### src/rtl/bitserial_pkg.sv
// Shared types and constants for the bit-serial adder slice.
// Latency: none (declarations only).
// Backpressure: none (declarations only).
// Contents: FSM state encoding, default operand width.
package bitserial_pkg;

  localparam int BS_WIDTH_DEFAULT = 8;

  typedef enum logic [1:0] {
    IDLE  = 2'b00,
    SHIFT = 2'b01,
    DONE  = 2'b10
  } state_t;

endpackage

### src/rtl/bitserial_adder_if.sv
// Start/busy/done handshake bundle between operand select and the serial adder.
// Latency: none (wiring only).
// Backpressure: none; start is only honoured while the adder is idle or done.
// master: drives start/a/b/cin, observes busy/done/sum/cout. slave: the adder.
interface bitserial_adder_if
  import bitserial_pkg::*;
#(
  parameter int WIDTH = BS_WIDTH_DEFAULT
);

  logic             start;
  logic [WIDTH-1:0] a;
  logic [WIDTH-1:0] b;
  logic             cin;
  logic             busy;
  logic             done;
  logic [WIDTH-1:0] sum;
  logic             cout;

  modport master (
    output start, a, b, cin,
    input  busy, done, sum, cout
  );

  modport slave (
    input  start, a, b, cin,
    output busy, done, sum, cout
  );

endinterface

### src/rtl/bitserial_adder_fa_cell.sv
// Single-bit combinational full adder used as the serial adder's arithmetic cell.
// Latency: 0 cycles (purely combinational).
// Backpressure: none.
// Ports: a, b, ci in; s (sum bit), co (carry out) out.
module fa_cell (
  input  logic a,
  input  logic b,
  input  logic ci,
  output logic s,
  output logic co
);

  assign s  = a ^ b ^ ci;
  assign co = (a & b) | (ci & (a ^ b));

endmodule

### src/rtl/bitserial_adder.sv
// LSB-first bit-serial adder: one full-adder cell plus a registered carry.
// Latency: result and done one cycle after the WIDTH-th busy cycle; one result per WIDTH+1 cycles.
// Backpressure: start is ignored while busy (not queued); accepted in IDLE or DONE.
// Ports: clk, rst_n (async active-low), bus (slave side of bitserial_adder_if).
module bitserial_adder
  import bitserial_pkg::*;
#(
  parameter int WIDTH = BS_WIDTH_DEFAULT
) (
  input  logic              clk,
  input  logic              rst_n,
  bitserial_adder_if.slave  bus
);

  localparam int CW = (WIDTH > 1) ? $clog2(WIDTH) : 1;

  state_t           state;
  state_t           state_nxt;

  logic [WIDTH-1:0] opa;
  logic [WIDTH-1:0] opb;
  logic [WIDTH-1:0] psum;
  logic [WIDTH-1:0] psum_nxt;
  logic [WIDTH-1:0] sum_q;
  logic             cout_q;
  logic             carry;
  logic [CW-1:0]    cnt;

  logic             fa_s;
  logic             fa_co;
  logic             accept;
  logic             last;

  // psum[0] is always the bit pushed out on the final shift; it is never part of a result.
  logic             unused_psum_lsb;
  assign unused_psum_lsb = psum[0];

  assign accept   = bus.start && ((state == IDLE) || (state == DONE));
  assign last     = (cnt == CW'(WIDTH - 1));
  // Sum bit enters at the MSB so that after WIDTH shifts bit 0 lands at index 0.
  assign psum_nxt = {fa_s, psum[WIDTH-1:1]};

  fa_cell u_fa (
    .a  (opa[0]),
    .b  (opb[0]),
    .ci (carry),
    .s  (fa_s),
    .co (fa_co)
  );

  // State register.
  always_ff @(posedge clk or negedge rst_n) begin
    if (!rst_n) begin
      state <= IDLE;
    end else begin
      state <= state_nxt;
    end
  end

  // Next-state logic.
  always_comb begin
    state_nxt = state;
    unique case (state)
      IDLE:    state_nxt = accept ? SHIFT : IDLE;
      SHIFT:   state_nxt = last ? DONE : SHIFT;
      DONE:    state_nxt = accept ? SHIFT : IDLE;
      default: state_nxt = IDLE;
    endcase
  end

  // Output decode.
  always_comb begin
    bus.busy = 1'b0;
    bus.done = 1'b0;
    case (state)
      SHIFT:   bus.busy = 1'b1;
      DONE:    bus.done = 1'b1;
      default: ;
    endcase
  end

  // Datapath: operand shifters, carry, counter, partial sum, result.
  always_ff @(posedge clk or negedge rst_n) begin
    if (!rst_n) begin
      opa    <= '0;
      opb    <= '0;
      psum   <= '0;
      sum_q  <= '0;
      cout_q <= 1'b0;
      carry  <= 1'b0;
      cnt    <= '0;
    end else if (accept) begin
      opa   <= bus.a;
      opb   <= bus.b;
      carry <= bus.cin;
      cnt   <= '0;
      psum  <= '0;
    end else if (state == SHIFT) begin
      opa   <= {1'b0, opa[WIDTH-1:1]};
      opb   <= {1'b0, opb[WIDTH-1:1]};
      carry <= fa_co;
      psum  <= psum_nxt;
      if (last) begin
        // Result registers update only here, so they never show partial values.
        sum_q  <= psum_nxt;
        cout_q <= fa_co;
      end else begin
        cnt <= cnt + 1'b1;
      end
    end
  end

  assign bus.sum  = sum_q;
  assign bus.cout = cout_q;

endmodule

### src/flat_wrapper.sv
// flat-port wrapper written by rule: the top's interface ports become plain ports
module bitserial_adder_flat import bitserial_pkg::*;
#(
  parameter int WIDTH = BS_WIDTH_DEFAULT
)
  (clk, rst_n, bus_start, bus_a, bus_b, bus_cin, bus_busy, bus_done, bus_sum, bus_cout);
  bitserial_adder_if #(.WIDTH(WIDTH)) bus_i ();
  input  logic clk;
  input  logic rst_n;
  input wire logic [$bits(bus_i.start)-1:0] bus_start;
  input wire logic [$bits(bus_i.a)-1:0] bus_a;
  input wire logic [$bits(bus_i.b)-1:0] bus_b;
  input wire logic [$bits(bus_i.cin)-1:0] bus_cin;
  output wire logic [$bits(bus_i.busy)-1:0] bus_busy;
  output wire logic [$bits(bus_i.done)-1:0] bus_done;
  output wire logic [$bits(bus_i.sum)-1:0] bus_sum;
  output wire logic [$bits(bus_i.cout)-1:0] bus_cout;
  assign bus_i.start = bus_start;
  assign bus_i.a = bus_a;
  assign bus_i.b = bus_b;
  assign bus_i.cin = bus_cin;
  assign bus_busy = bus_i.busy;
  assign bus_done = bus_i.done;
  assign bus_sum = bus_i.sum;
  assign bus_cout = bus_i.cout;
  bitserial_adder #(.WIDTH(WIDTH)) u_core (.clk(clk), .rst_n(rst_n), .bus(bus_i));
endmodule
### config.mk
export PLATFORM = sky130hd
export DESIGN_NAME = bitserial_adder_flat
export DESIGN_NICKNAME = d
export VERILOG_FILES = /design/src/rtl/bitserial_pkg.sv /design/src/rtl/bitserial_adder_if.sv /design/src/rtl/bitserial_adder_fa_cell.sv /design/src/rtl/bitserial_adder.sv /design/src/flat_wrapper.sv
export SDC_FILE = /design/constraint.sdc
export NUM_CORES = 1
export LEC_CHECK = 0
export ABC_AREA = 1
export CORE_UTILIZATION = 35
export CTS_BUF_LIST = sky130_fd_sc_hd__clkbuf_16
export DETAILED_ROUTE_END_ITERATION = 6
export GPL_TIMING_DRIVEN = 0
export PLACE_DENSITY = 0.61
export SKIP_CTS_REPAIR_TIMING = 1
export SYNTH_ARGS = -nofsm -noshare
export SYNTH_HDL_FRONTEND = slang
export SYNTH_HIERARCHICAL = 1
export SYNTH_SLANG_ARGS = --single-unit
### constraint.sdc
create_clock -name clk -period 2.9 [get_ports clk]
set_input_delay 0.29 -clock clk [delete_from_list [all_inputs] [get_ports clk]]
set_output_delay 0.29 -clock clk [all_outputs]
set_load 0.01 [all_outputs]
==> impl_metrics.ini <==
[status]
outcome = completed

[global_routing]
grt_pass1_vias = 1317
grt_pass1_wl_mm = 5.97
grt_max_degree = 39
grt.overflow.total = 0
antenna_found_initial = 0
grt_use_total_pct = 14.7

[clock_network]
clk_latency_ns = 0.27
cts_buffers = 5
cts_tree = yes
cts_buffer_depth = 2
clkSlewWorstSetupHoldPaths_ns = 0.05
root_buffer = clkbuf_16
h-tree-depth = 2
clock-sinks = 38

[final_layout]
utilization_pct = 47.8
layout_common_cells = nand2_1 (97), dfrtp_1 (38), clkdlybuf4s50_1 (29), inv_1 (27), nand3_1 (21)
drive_gt1_share_pct = 11.8
syn_to_final_growth_pct = 28.3
diodes = 0
final_common_cell = nand2_1
fin_nets = 277

[synth]
ys_seq_area_share_pct = 52.6
synthTopCellsByArea = dfrtp_1 (53%), nand2_1 (20%), nand3_1 (5.8%)
yosys_warnings = 6
synth_top_cell_area_share_pct = 52.6
synthCells = 217
synth_top_area_cell = dfrtp_1
ys_types = 18
syn_nets = 240
synth_area_um2 = 1810
synth_seq_cells = 38
avgSynthCellArea_um2 = 8.33

[routing]
num_vias = 1420
via_per_inst = 4.42
drc_errors = 0
initialDrtViolationCount = 91
ant_nets = 0
firstDrtPassIters = 4
wirelength_mm = 3.48
wire_per_inst_um = 10.8

[setup_path]
reg2reg_to = u_core/cnt[1]
start_kind = flip-flop
reg2regPathDepth = 7
cp.required_ns = 2.61
crit_path_max_fanout = 10
r2r_slack_ns = 1.58
end_kind = output pin
critPathKind = reg -> out
arrival_ns = 1.68
critical_path.reg2reg.startpoint = u_core/cnt[0]

[sta]
period_share_pct = 67.9
relSlewSlack_pct = 43.5
hold_violations = 0
slew_viol_final = 0
finalClockSkew_ns = 0.00294
setup_viol = 0
period_needed_ns = 1.97
max_freq_mhz = 507
tns_ns = 0
worst-slew-pin-transition_ns = 0.847
rsz0062_at_grt = false

[place]
port_buffers = 30
hpwl_mm = 2.42
place_congestion = 0.768

[die]
die_height_um = 73.9
rows = 25
start_util_pct = 37.3
io-pin-count = 31
fp.dieW_um = 73.9
core_area_um2 = 4850
dieArea_um2 = 5460

[job]
maxCapViolCount = 0

[hold_path]
hold_path_class = in -> async

[pwr]
power_density_nw_per_um2 = 1050
power.share.switching_pct = 36.5
vdd_drop_max_v = 0.000329
p_leak_nw = 1.22
p_sw_w = 0.000889
combPwrFrac_pct = 42.4
clockPowerShare_pct = 20.3
intPower_w = 0.00154
pwr-share-seq_pct = 37.3
[routing by layer]
layer	part of all wire, %	vias up	track usage, %
met3	4.3	2	4.25
li1	-	733	-
met2	46	37	23.5
met5	0	-	0
met4	0.32	0	3.85
met1	50	648	19.4
[sequential cells by signal, summed over array words and instances (netlist names)]
signal           cells
u_core/bus.cout      1
u_core/bus.sum       8
u_core/carry         1
u_core/cnt           3
u_core/opa           8
u_core/opb           8
u_core/psum          7
u_core/state         2
[power groups by stage]
stage                     clock network, W  logic (W)  registers, W
after floorplan                          0   0.000689      0.000921
after global placement                   0    0.00101      0.000905
after detailed placement                 0    0.00104      0.000915
after CTS                         0.000505    0.00104      0.000909
after global routing              0.000532    0.00119      0.000934
final                             0.000493    0.00103      0.000907
[synthesized netlist by cell type, drive strengths merged]
library cell  number
nand3             21
nand2            101
dfrtp             38
inv               28
o21ai             14
nor2               3
ha                 2
fa                 1
buf                8
nand4              1
[how the worst max path moves through the flow]
stage                    start  slack [ns]            end
2_1_floorplan    u_core/cnt[0]        1.66  u_core/cnt[0]
3_3_place_gp             rst_n        0.59  u_core/opb[7]
3_5_place_dp         bus_start        1.20  u_core/opb[6]
4_1_cts        u_core/state[0]        0.91       bus_busy
5_1_grt        u_core/state[0]        0.82       bus_busy
6_report       u_core/state[0]        0.93       bus_busy
[worst max-delay path, cell delays in order, from the launching register on]
cell and delay (ns):
dfrtp_1 0.33, buf_6 0.15, inv_4 0.05, nor2_4 0.13, buf_4 0.19, clkdlybuf4s50_1 0.55
[cell type report]
class	count	area, µm²
Fill cell	517	2530
Multi-Input combinational cell	143	683
Buffer	8	63.8
Sequential cell	38	951
Timing Repair Buffer	30	295
Clock buffer	5	125
Inverter	28	110
Tap cell	67	83.8
Clock inverter	2	7.51
[per-stage QoR]
step                      hold WS, ns  instance area (µm²)  setup slack [ns]  power (W)  std cells
final                           0.128                 2320             0.929    0.00243        321
after floorplan              -0.00559                 1810              1.66    0.00161        217
after detailed placement        0.448                 2190              1.20    0.00196        314
after CTS                       0.156                 2320             0.914    0.00246        321
after global routing            0.192                 2320             0.818    0.00265        321
after global placement          0.457                 2190             0.593    0.00192        314
[logic make-up (layout without fill, tap and decap cells)]
logic type / count (synthesis) / after routing / share of synthesized area, %
and+or+nand+nor: 126 / 126 / 30.0
DFF: 38 / 38 / 52.6
buffers and inverters: 36 / 73 / 9.62
AOI/OAI and AO/OA: 14 / 14 / 5.33
adders and majority gates: 3 / 3 / 2.49
(Power assumes the default switching activity.)
